File: src/rtl/craft_pkg.sv
// ---------------------------------------------------------------------------
// craft_pkg
// Shared constants and types for the iterative CRAFT-64 encryption core.
//   SBOX  : 4-bit S-box applied to every nibble
//   PN    : nibble permutation, y[PN[j]] = x[j]
//   Q     : tweak nibble permutation, Q(T)[j] = T[Q[j]]
//   RC4/3 : round-constant LFSR sequences, one entry per round (32 rounds)
//   state_t : control FSM states
// Nibble 0 of any 64-bit word is bits 63:60.
// ---------------------------------------------------------------------------
package craft_pkg;

    typedef enum logic [1:0] {
        S_IDLE = 2'd0,
        S_RUN  = 2'd1,
        S_HOLD = 2'd2
    } state_t;

    localparam logic [3:0] SBOX [16] = '{
        4'hc, 4'ha, 4'hd, 4'h3, 4'he, 4'hb, 4'hf, 4'h7,
        4'h8, 4'h9, 4'h1, 4'h5, 4'h0, 4'h2, 4'h4, 4'h6
    };

    localparam logic [3:0] PN [16] = '{
        4'd15, 4'd12, 4'd13, 4'd14, 4'd10, 4'd9, 4'd8, 4'd11,
        4'd6,  4'd5,  4'd4,  4'd7,  4'd1,  4'd2, 4'd3, 4'd0
    };

    localparam logic [3:0] Q [16] = '{
        4'd12, 4'd10, 4'd15, 4'd5, 4'd14, 4'd8, 4'd9,  4'd2,
        4'd11, 4'd3,  4'd7,  4'd4, 4'd6,  4'd0, 4'd1,  4'd13
    };

    localparam logic [3:0] RC4 [32] = '{
        4'h1, 4'h8, 4'h4, 4'h2, 4'h9, 4'hc, 4'h6, 4'hb,
        4'h5, 4'ha, 4'hd, 4'he, 4'hf, 4'h7, 4'h3, 4'h1,
        4'h8, 4'h4, 4'h2, 4'h9, 4'hc, 4'h6, 4'hb, 4'h5,
        4'ha, 4'hd, 4'he, 4'hf, 4'h7, 4'h3, 4'h1, 4'h8
    };

    localparam logic [3:0] RC3 [32] = '{
        4'h1, 4'h4, 4'h2, 4'h5, 4'h6, 4'h7, 4'h3, 4'h1,
        4'h4, 4'h2, 4'h5, 4'h6, 4'h7, 4'h3, 4'h1, 4'h4,
        4'h2, 4'h5, 4'h6, 4'h7, 4'h3, 4'h1, 4'h4, 4'h2,
        4'h5, 4'h6, 4'h7, 4'h3, 4'h1, 4'h4, 4'h2, 4'h5
    };

    // Gather form: output nibble j takes input nibble Q[j].
    function automatic logic [63:0] q_perm(input logic [63:0] t);
        logic [63:0] y;
        y = '0;
        for (int j = 0; j < 16; j++) begin
            y[63-4*j -: 4] = t[63-4*int'(Q[j]) -: 4];
        end
        return y;
    endfunction

endpackage

File: src/rtl/craft_iter_core_if.sv
// ---------------------------------------------------------------------------
// craft_iter_core_if
// Handshake bundle between a host/mode layer (master) and the CRAFT core
// (slave).
//   in_valid/in_ready   : input tuple handshake (plaintext, tweak, key)
//   out_valid/out_ready : ciphertext handshake with backpressure
//   busy                : core is iterating rounds
// ---------------------------------------------------------------------------
interface craft_iter_core_if;
    logic         in_valid;
    logic         in_ready;
    logic [63:0]  plaintext;
    logic [63:0]  tweak;
    logic [127:0] key;
    logic         out_valid;
    logic         out_ready;
    logic [63:0]  ciphertext;
    logic         busy;

    modport master (
        output in_valid, plaintext, tweak, key, out_ready,
        input  in_ready, out_valid, ciphertext, busy
    );

    modport slave (
        input  in_valid, plaintext, tweak, key, out_ready,
        output in_ready, out_valid, ciphertext, busy
    );
endinterface

File: src/rtl/craft_round.sv
// ---------------------------------------------------------------------------
// craft_round
// One combinational CRAFT round: MixColumn, AddConstants, AddTweakey, then
// (unless this is the final round) PermuteNibbles and SubBox.
//   i_state   : 64-bit state entering the round
//   i_rk      : tweakey TK[i mod 4] for this round
//   i_round   : global round index i (selects the round constants)
//   i_is_last : final round of the cipher, PN/SB skipped
//   o_state   : state after the round
// ---------------------------------------------------------------------------
module craft_round
    import craft_pkg::*;
#(
    parameter int CW = 6
) (
    input  logic [63:0]   i_state,
    input  logic [63:0]   i_rk,
    input  logic [CW-1:0] i_round,
    input  logic          i_is_last,
    output logic [63:0]   o_state
);
    logic [3:0]  w_x   [16];
    logic [3:0]  w_mc  [16];
    logic [3:0]  w_pn  [16];
    logic [3:0]  w_sb  [16];
    logic [63:0] w_mc_flat;
    logic [63:0] w_atk;
    logic [63:0] w_sb_flat;
    logic [4:0]  w_ridx;

    // Constant tables hold 32 entries; the round index never exceeds 31.
    assign w_ridx = 5'(i_round);

    for (genvar gi = 0; gi < 16; gi++) begin : g_unpack
        assign w_x[gi] = i_state[63-4*gi -: 4];
    end

    // MixColumn per column: row0 ^= row2 ^ row3, row1 ^= row3.
    for (genvar gi = 0; gi < 4; gi++) begin : g_mc
        assign w_mc[gi]      = w_x[gi] ^ w_x[8+gi] ^ w_x[12+gi];
        assign w_mc[4+gi]    = w_x[4+gi] ^ w_x[12+gi];
        assign w_mc[8+gi]    = w_x[8+gi];
        assign w_mc[12+gi]   = w_x[12+gi];
    end

    for (genvar gi = 0; gi < 16; gi++) begin : g_pack_mc
        assign w_mc_flat[63-4*gi -: 4] = w_mc[gi];
    end

    // Round constants land on nibbles 4 (bits 47:44) and 5 (bits 43:40).
    assign w_atk = w_mc_flat
                 ^ {16'h0, RC4[w_ridx], RC3[w_ridx], 40'h0}
                 ^ i_rk;

    for (genvar gi = 0; gi < 16; gi++) begin : g_pn_sb
        assign w_pn[PN[gi]] = w_atk[63-4*gi -: 4];
        craft_sbox u_sbox (
            .i_x (w_pn[gi]),
            .o_y (w_sb[gi])
        );
        assign w_sb_flat[63-4*gi -: 4] = w_sb[gi];
    end

    assign o_state = i_is_last ? w_atk : w_sb_flat;
endmodule

File: src/rtl/craft_sbox.sv
// ---------------------------------------------------------------------------
// craft_sbox
// Combinational 4-bit CRAFT S-box.
//   i_x : input nibble
//   o_y : substituted nibble
// ---------------------------------------------------------------------------
module craft_sbox
    import craft_pkg::*;
(
    input  logic [3:0] i_x,
    output logic [3:0] o_y
);
    assign o_y = SBOX[i_x];
endmodule

File: src/rtl/craft_iter_core.sv
// ---------------------------------------------------------------------------
// craft_iter_core
// Iterative CRAFT-64 encryption core (64-bit block, 64-bit tweak, 128-bit
// key), UNROLL rounds per clock, valid/ready on both sides.
//   clk : rising-edge clock
//   rst : asynchronous, active-high reset
//   bus : craft_iter_core_if slave
//         in_valid/in_ready, plaintext, tweak, key (K0 = key[127:64])
//         out_valid/out_ready, ciphertext (stable while stalled), busy
// Parameters:
//   ROUNDS : total rounds, multiple of UNROLL, 4..32
//   UNROLL : rounds per clock, 1/2/4/8
//   CW     : round-counter width, 2**CW > ROUNDS
// ---------------------------------------------------------------------------
module craft_iter_core
    import craft_pkg::*;
#(
    parameter int ROUNDS = 32,
    parameter int UNROLL = 1,
    parameter int CW     = 6
) (
    input  logic             clk,
    input  logic             rst,
    craft_iter_core_if.slave bus
);
    state_t        r_fsm;
    state_t        w_fsm_next;
    logic [63:0]   r_blk;
    logic [63:0]   r_ct;
    logic [63:0]   r_tk [4];
    logic [CW-1:0] r_cnt;
    logic          r_out_valid;

    logic          w_in_ready;
    logic          w_accept;
    logic          w_last_grp;
    logic [63:0]   w_tq;
    logic [63:0]   w_chain [UNROLL+1];

    // The counter is compared against ROUNDS directly, so it never relies
    // on wrapping at 2**CW.
    assign w_last_grp = (r_cnt == CW'(ROUNDS - UNROLL));
    assign w_tq       = q_perm(bus.tweak);

    // Unrolled round chain; the final-round decision uses the global index,
    // so it works wherever ROUNDS-1 falls inside the group.
    assign w_chain[0] = r_blk;
    for (genvar gi = 0; gi < UNROLL; gi++) begin : g_round
        logic [CW-1:0] w_idx;
        assign w_idx = r_cnt + CW'(gi);
        craft_round #(.CW(CW)) u_round (
            .i_state   (w_chain[gi]),
            .i_rk      (r_tk[w_idx[1:0]]),
            .i_round   (w_idx),
            .i_is_last (w_idx == CW'(ROUNDS - 1)),
            .o_state   (w_chain[gi+1])
        );
    end

    // Next-state and handshake decode.
    always_comb begin
        w_fsm_next = r_fsm;
        w_in_ready = 1'b0;
        case (r_fsm)
            S_IDLE: begin
                w_in_ready = 1'b1;
                if (bus.in_valid) w_fsm_next = S_RUN;
            end
            S_RUN: begin
                if (w_last_grp) w_fsm_next = S_HOLD;
            end
            S_HOLD: begin
                // Draining the result frees the core in the same cycle,
                // letting a waiting tuple start without an IDLE bubble.
                w_in_ready = bus.out_ready;
                if (bus.out_ready) w_fsm_next = bus.in_valid ? S_RUN : S_IDLE;
            end
            default: w_fsm_next = S_IDLE;
        endcase
    end

    assign w_accept = bus.in_valid && w_in_ready;

    always_ff @(posedge clk or posedge rst) begin
        if (rst) begin
            r_fsm       <= S_IDLE;
            r_blk       <= '0;
            r_ct        <= '0;
            r_cnt       <= '0;
            r_out_valid <= 1'b0;
            for (int k = 0; k < 4; k++) r_tk[k] <= '0;
        end else begin
            r_fsm <= w_fsm_next;

            if (w_accept) begin
                r_blk   <= bus.plaintext;
                r_tk[0] <= bus.key[127:64] ^ bus.tweak;
                r_tk[1] <= bus.key[63:0]   ^ bus.tweak;
                r_tk[2] <= bus.key[127:64] ^ w_tq;
                r_tk[3] <= bus.key[63:0]   ^ w_tq;
                r_cnt   <= '0;
            end else if (r_fsm == S_RUN) begin
                r_blk <= w_chain[UNROLL];
                r_cnt <= r_cnt + CW'(UNROLL);
            end

            if (r_fsm == S_RUN && w_last_grp) begin
                r_ct        <= w_chain[UNROLL];
                r_out_valid <= 1'b1;
            end else if (r_fsm == S_HOLD && bus.out_ready) begin
                r_out_valid <= 1'b0;
            end
        end
    end

    assign bus.in_ready   = w_in_ready;
    assign bus.out_valid  = r_out_valid;
    assign bus.ciphertext = r_ct;
    assign bus.busy       = (r_fsm == S_RUN);
endmodule
File: src/flat_wrapper.sv
// flat-port wrapper written by rule: the top's interface ports become plain ports
module craft_iter_core_flat import craft_pkg::*;
#(
    parameter int ROUNDS = 32,
    parameter int UNROLL = 1,
    parameter int CW     = 6
)
  (clk, rst, bus_in_valid, bus_plaintext, bus_tweak, bus_key, bus_out_ready, bus_in_ready, bus_out_valid, bus_ciphertext, bus_busy);
  craft_iter_core_if bus_i ();
  input  logic clk;
  input  logic rst;
  input wire logic [$bits(bus_i.in_valid)-1:0] bus_in_valid;
  input wire logic [$bits(bus_i.plaintext)-1:0] bus_plaintext;
  input wire logic [$bits(bus_i.tweak)-1:0] bus_tweak;
  input wire logic [$bits(bus_i.key)-1:0] bus_key;
  input wire logic [$bits(bus_i.out_ready)-1:0] bus_out_ready;
  output wire logic [$bits(bus_i.in_ready)-1:0] bus_in_ready;
  output wire logic [$bits(bus_i.out_valid)-1:0] bus_out_valid;
  output wire logic [$bits(bus_i.ciphertext)-1:0] bus_ciphertext;
  output wire logic [$bits(bus_i.busy)-1:0] bus_busy;
  assign bus_i.in_valid = bus_in_valid;
  assign bus_i.plaintext = bus_plaintext;
  assign bus_i.tweak = bus_tweak;
  assign bus_i.key = bus_key;
  assign bus_i.out_ready = bus_out_ready;
  assign bus_in_ready = bus_i.in_ready;
  assign bus_out_valid = bus_i.out_valid;
  assign bus_ciphertext = bus_i.ciphertext;
  assign bus_busy = bus_i.busy;
  craft_iter_core #(.ROUNDS(ROUNDS), .UNROLL(UNROLL), .CW(CW)) u_core (.clk(clk), .rst(rst), .bus(bus_i));
endmodule
File: config.mk
export PLATFORM = sky130hd
export DESIGN_NAME = craft_iter_core_flat
export DESIGN_NICKNAME = d
export VERILOG_FILES = /design/src/rtl/craft_pkg.sv /design/src/rtl/craft_iter_core_if.sv /design/src/rtl/craft_round.sv /design/src/rtl/craft_sbox.sv /design/src/rtl/craft_iter_core.sv /design/src/flat_wrapper.sv
export SDC_FILE = /design/constraint.sdc
export NUM_CORES = 1
export LEC_CHECK = 0
export CAP_MARGIN = 20
export CORE_MARGIN = 3
export CORE_UTILIZATION = 45
export CTS_BUF_LIST = sky130_fd_sc_hd__clkbuf_8
export DETAILED_ROUTE_END_ITERATION = 7
export GPL_ROUTABILITY_DRIVEN = 0
export GPL_TIMING_DRIVEN = 1
export PLACE_DENSITY = 0.68
export SKIP_LAST_GASP = 1
export SYNTH_ARGS = -nofsm -noshare
export SYNTH_HDL_FRONTEND = slang
export SYNTH_SLANG_ARGS = --single-unit
export TNS_END_PERCENT = 20
File: constraint.sdc
create_clock -name clk -period 43.7 [get_ports clk]
set_clock_uncertainty 0.1 [all_clocks]
set_input_delay 8.74 -clock clk [delete_from_list [all_inputs] [get_ports clk]]
set_output_delay 8.74 -clock clk [all_outputs]
set_load 0.03 [all_outputs]
==> results.yml, run 1 <==
global_routing:
  gr-usage-all-layers: 0.2573
  antenna_found_initial: 3
  grt_first_pass_wirelength_um: 98810
  grt_use_met3: 0.07110
  grt_pass1_vias: 16560
  use_met1: 0.3574
  grt_max_degree: 262
  grt_use_met2: 0.3871
  grt_busiest_layer: "met2"
  gr-total-overflow: 0
setup_path:
  endpoint: "bus_in_ready"
  r2r_start: "u_core.r_cnt[0]"
  crit_buf_inv: 2
  path_depth: 4
  worst_path_most_repeated_cell: "clkdlybuf4s50_1"
  startpoint_type: "primary input"
  crit_start: "bus_out_ready"
  worstPathRequired_ns: 34.86
  crit_type: "in2out"
  slowest_stage: "clkdlybuf4s50_1"
  r2r_end: "u_core.r_blk[34]"
  worst_r2r_path_depth: 7
  crit_fanout: 3
  reg2reg_slack_ns: 39.75
  cp.arrival_ns: 10.24
  slowest_delay_ns: 0.61
  worstPathCellList: "clkdlybuf4s50_1 -> nor2b_1 -> nor2_1 -> clkdlybuf4s50_1"
  cpLargestDelayFamily: "buffers and inverters"
  critPathCaptureType: "output pin"
routing:
  ant_nets: 0
  drc: 0
  firstDrtPassIters: 8
  wl_um: 66190
  vias_per_cell: 5.552
  drtIter0Drc: 1575
  vias: 16990
  wl_per_cell_um: 21.62
floorplan:
  die_w_um: 226.2
  io_pins: 327
  rows: 80
  die_area_um2: 51160
  start_util: 0.4560
  coreArea_um2: 47850
  die_h_um: 226.2
final_layout:
  final_nets: 2659
  area_delta_synth_final_pct: 22.64
  utilization: 0.5593
  drive_above_1_share: 0.1036
  fill_cells: 4106
sta:
  max_freq_mhz: 52.41
  tightestPinTransition_ns: 1.140
  finalSetupTns_ns: 0
  fin_crit_ns: 19.08
  drv_slew: 0
  hold_viol: 0
  rsz0062_at_grt: "no"
  relSlewSlack: 0.2403
  fin_crit_sh: 0.4366
  finalSetupViolations: 0
synth:
  syn_avg_cell_area_um2: 10.06
  syn_inst: 2169
  async_flop_share: 1.000
  yosys_warnings: 0
  ys_types: 58
  syn-cell-area_um2: 21820
  synth_edf_count: 0
  synth_seq_area_share: 0.4507
  synth_fp_nets: 2438
  synth-seq-cells: 393
  synth_ff_type: "dfrtp_1"
cts:
  htree_levels: 3
  cts_buffer_depth: 3
  cts_resized: 0
  cts_buffers: 71
  clk_latency_ns: 0.63
  cts.sinks: 393
  clockRootBuffer: "clkbuf_8"
  cts_tree: "yes"
  hold_buffers: 0
  clk_pin_slew_ns: 0.05
  cts.repair_timing.setup_buffer_count: 0
placed_design:
  portBuffers: 326
  dpl.hpwl_um: 48920
power_and_ir_drop:
  leakagePower_nw: 10.44
  ir_worst_vdd_uv: 38.01
  power.density_nw_per_um2: 93.45
  p_total_mw: 2.501
worst_hold_path:
  holdCritPathClass: "reg2reg"
flow_run:
  drv_cap: 0
run_status:
  outcome: "finished clean"
==> cell usage after synthesis, types with 5 or more instances <==
master | instances | area (um^2)
dfrtp_1 | 393 | 9834
nor2_1 | 332 | 1246
a21oi_1 | 320 | 1602
xnor2_1 | 308 | 2698
nand2_1 | 123 | 461.7
o21ai_0 | 106 | 530.5
clkbuf_1 | 98 | 367.9
buf_1 | 79 | 296.5
mux4_2 | 69 | 1554
a221oi_1 | 47 | 411.6
xor2_1 | 33 | 289.0
inv_1 | 24 | 90.09
xnor2_4 | 22 | 605.6
o21ai_1 | 19 | 95.09
o221ai_1 | 16 | 140.1
xnor2_2 | 16 | 260.3
and3_1 | 15 | 93.84
a221o_1 | 13 | 130.1
buf_2 | 13 | 65.06
a21o_1 | 12 | 90.09
ha_1 | 9 | 112.6
o31ai_1 | 8 | 60.06
a22oi_1 | 7 | 52.55
nand3_1 | 7 | 35.03
o21a_1 | 7 | 52.55
a221oi_2 | 6 | 90.09
nor3b_1 | 6 | 45.04
a31oi_1 | 5 | 31.28
o211ai_1 | 5 | 37.54
==> how the worst min path moves through the flow <==
stage	from	endpoint	slack [ns]	depth (start not counted)
2_1_floorplan	u_core.r_tk[78]	u_core.r_tk[78]	0.39	2
3_5_place_dp	u_core.bus.ciphertext[32]	u_core.bus.ciphertext[32]	0.37	1
5_1_grt	u_core.bus.ciphertext[33]	u_core.bus.ciphertext[33]	0.40	1
4_1_cts	u_core.bus.ciphertext[32]	u_core.bus.ciphertext[32]	0.38	1
3_3_place_gp	u_core.bus.ciphertext[36]	u_core.bus.ciphertext[36]	0.36	1
6_report	u_core.bus.ciphertext[62]	u_core.bus.ciphertext[62]	0.38	2
==> flip-flops by register name, summed over array words and instances, names as in the netlist <==
register and count:
u_core.r_blk 64, u_core.r_cnt 6, u_core.bus.out_valid 1, u_core.r_tk 256, u_core.r_fsm 2, u_core.bus.ciphertext 64
==> layout by cell type (no fill, tap or decap), drive strengths merged, types with 8 or more instances in the layout <==
cell | synthesis | routed
a21o | 12 | 12
a21oi | 320 | 320
a221o | 13 | 13
a221oi | 53 | 53
and3 | 15 | 15
buf | 100 | 20
clkbuf | 98 | 96
clkdlybuf4s50 | 0 | 326
dfrtp | 393 | 393
ha | 9 | 9
inv | 28 | 51
mux4 | 69 | 69
nand2 | 123 | 123
nor2 | 332 | 332
o21ai | 126 | 126
o221ai | 16 | 16
o31ai | 8 | 8
xnor2 | 346 | 346
xor2 | 34 | 34
==> metrics by stage <==
step	setup WS (ns)	hold slack, ns	cell area, um^2	std cells
after floorplan	23.93	0.3899	21820	2169
after global placement	24.63	0.3616	25200	2929
after detailed placement	24.62	0.3694	25200	2929
after CTS	24.61	0.3814	26680	3055
after global routing	24.54	0.3969	26750	3058
final	24.62	0.3769	26760	3061
==> final cells by class <==
type                       count  area (um^2)  area share
clock buffer                  96         1321     0.04938
clock inverter                30        156.4    0.005845
multi-input combinational   1550        11070      0.4137
sequential                   393         9842      0.3678
antenna                        3        7.507   0.0002806
inverter                      28        117.6    0.004395
tap                          615        769.5     0.02876
timing repair buffer         346         3473      0.1298
==> cell families after synthesis <==
group | after synthesis | share of synthesized area
compound gates | 589 | 0.1591
simple gates | 500 | 0.09141
flops | 393 | 0.4507
xor+xnor | 380 | 0.1773
buf+inv | 226 | 0.04364
mux | 70 | 0.07168
fa+ha+maj | 11 | 0.006079
==> where the power goes <==
group	switching [mW]	internal, mW	leakage (nW)
logic	0.812	0.633	5.10
registers	0.152	0.547	4.50
clock network	0.156	0.201	0.842
==> per-layer routing <==
layer | wire length, um | up-vias
met2 | 29350 | 719
li1 | - | 7898
met5 | 13 | -
met3 | 6185 | 113
met4 | 2371 | 2
met1 | 28260 | 8262
==> worst register-to-register path, cell delays in order (launching register included) <==
cell and delay, ns:
dfrtp_4 0.90, buf_4 0.81, mux4_2 0.77, xnor2_2 0.44, o21ai_1 0.15, a221oi_2 0.26
a21oi_1 0.07, a221o_1 0.34
Power figures use the tool's default switching activity.
==> run 2, diff against run 1 <==
==> constraint.sdc (replaced) <==
create_clock -name clk -period 18.1 [get_ports clk]
set_clock_uncertainty 0.1 [all_clocks]
set_input_delay 3.62 -clock clk [delete_from_list [all_inputs] [get_ports clk]]
set_output_delay 3.62 -clock clk [all_outputs]
set_load 0.03 [all_outputs]
==> run 2 against run 1 <==
Wire length is 0.30% higher. Hold slack worse by 0.0047 ns. Clock-buffer cell count fell by 9. Non-clock buffer count decreased by 1.
==> results.yml, run 2 (synthesis gave the netlist of run 1 again) <==
routing:
  wl_um: 66390
  wl_per_cell_um: 21.72
  ant_nets: 0
  firstDrtPassIters: 6
  drtIter0Drc: 1336
  vias: 17110
  drc: 0
  vias_per_cell: 5.595
sta:
  rsz0062_at_grt: "no"
  finalSetupTns_ns: 0
  fin_crit_ns: 8.846
  finalSetupViolations: 0
  drv_slew: 0
  hold_viol: 0
  fin_crit_sh: 0.4887
  max_freq_mhz: 113.0
  tightestPinTransition_ns: 1.159
  relSlewSlack: 0.2265
  finalWorstSetupSlack_ns: 9.254
final_layout:
  layout_common_cells: "dfrtp_1 (391), nor2_1 (331), clkdlybuf4s50_1 (326)"
  regMostFlops: "u_core.r_tk"
  area_delta_synth_final_pct: 22.45
  drive_above_1_share: 0.1025
  largest_register_ffs: 256
  final_common_cell: "dfrtp_1"
  final_nets: 2658
setup_path:
  r2r_start: "u_core.r_cnt[0]"
  startpoint_type: "primary input"
  slowest_delay_ns: 0.61
  crit_buf_inv: 2
  worstPathRequired_ns: 14.38
  worst_path_most_repeated_cell: "clkdlybuf4s50_1"
  cpLargestDelayFamily: "buffers and inverters"
  crit_type: "in2out"
  slowest_stage: "clkdlybuf4s50_1"
  crit_fanout: 3
  worstPathCellList: "clkdlybuf4s50_1 -> nor2b_1 -> nor2_1 -> clkdlybuf4s50_1"
  crit_start: "bus_out_ready"
  cp.arrival_ns: 5.13
  critPathCaptureType: "output pin"
worst_hold_path:
  hp-start: "u_core.bus.ciphertext[42]"
  holdCritPathClass: "reg2reg"
global_routing:
  grt_pass1_vias: 16570
  grt_max_degree: 262
  antenna_found_initial: 2
  gr-usage-all-layers: 0.2572
  gr-total-overflow: 0
  grt_first_pass_wirelength_um: 98820
placed_design:
  portBuffers: 326
  pre_cts_ws_ns: 9.250
  dpl.hpwl_um: 48970
power_and_ir_drop:
  p_int_mw: 3.325
  power.density_nw_per_um2: 225.8
  net-switching-power_mw: 2.707
  ir_worst_vdd_uv: 96.35
  power.share.switching: 0.4487
  seq_power_share: 0.280
  clkPwrFrac: 0.143
  leakagePower_nw: 10.42
  combPwrFrac: 0.577
floorplan:
  io_pins: 327
  die_h_um: 226.2
  start_util: 0.4560
  coreArea_um2: 47850
  die_area_um2: 51160
  die_w_um: 226.2
  rows: 80
cts:
  clk_latency_ns: 0.64
  clockRootBuffer: "clkbuf_8"
  htree_levels: 3
  cts_tree: "yes"
  clk_pin_slew_ns: 0.06
  cts_buffer_depth: 3
  hold_buffers: 0
  cts.repair_timing.setup_buffer_count: 0
  cts.sinks: 393
  cts_resized: 0
  cts_buffers: 71
flow_run:
  drv_cap: 0
run_status:
  outcome: "finished clean"
run 2: cell types whose count changed in the layout (fill, tap and decap cells not counted):
cell	delta
buf_8	-1
bufinv_16	+2
clkbuf_8	-9
clkinv_2	+2
clkinvlp_4	+1
diode_2	-1
inv_8	+2
run 2: final timing paths:
kind / end / slack [ns] / cells after the start
worst max-delay path: bus_in_ready / 9.25 / 4
worst min-delay path: u_core.bus.ciphertext[42] / 0.37 / 2
worst min register to register: u_core.bus.ciphertext[42] / 0.37 / 2
max in group asynchronous: u_core.r_tk[250] / 11.42 / 5
min in group asynchronous: u_core.bus.ciphertext[28] / 3.39 / 2
worst max register to register: u_core.r_blk[11] / 14.09 / 7
run 2: worst reg2reg max path, delay by kind of cell, from the launching register on:
kind / cells / cell delay, ns
AO/OA/AOI/OAI: 3 / 1.02
adder cells (fa/ha/maj): 1 / 0.42
buffers and inverters: 1 / 0.80
flip-flops: 1 / 0.75
AND/OR/NAND/NOR: 2 / 0.78
run 2: per-stage QoR:
stage | area, um^2 | hold slack [ns] | std cells | power (mW) | util
detailed placement | 25200 | 0.3637 | 2929 | 5.136 | 0.5268
CTS | 26660 | 0.3774 | 3053 | 6.020 | 0.5571
finish | 26720 | 0.3721 | 3057 | 6.032 | 0.5584
floorplan | 21820 | 0.3899 | 2169 | 4.199 | -
global placement | 25200 | 0.3655 | 2929 | 5.032 | 0.5268
global route | 26710 | 0.3928 | 3055 | 6.433 | 0.5583
run 2: cell type report:
cell class	count	area, um^2
fillers	4190	21130
multi-input cells	1550	11070
flip-flops and latches	393	9842
repair buffers	345	3458
clock buffers	87	1197
well taps	615	769.5
clock inverters	37	256.5
inverters	28	117.6
diodes	2	5.005
run 2: layer usage:
metal	vias up	routed length, um	part of all wire	global-route usage
li1	7889	-	-	-
met1	8416	29450	0.44	0.3697
met2	697	30180	0.45	0.3957
met3	101	4633	0.070	0.04173
met4	2	2106	0.032	0.09391
met5	-	17	0.00026	0
run 2: power groups by stage:
stage               logic (mW)  clock network [mW]  registers, mW
floorplan                 2.57                   0           1.63
global placement          3.36                   0           1.67
detailed placement        3.43                   0           1.70
CTS                       3.45               0.880           1.69
global route              3.78               0.917           1.73
finish                    3.48               0.861           1.69
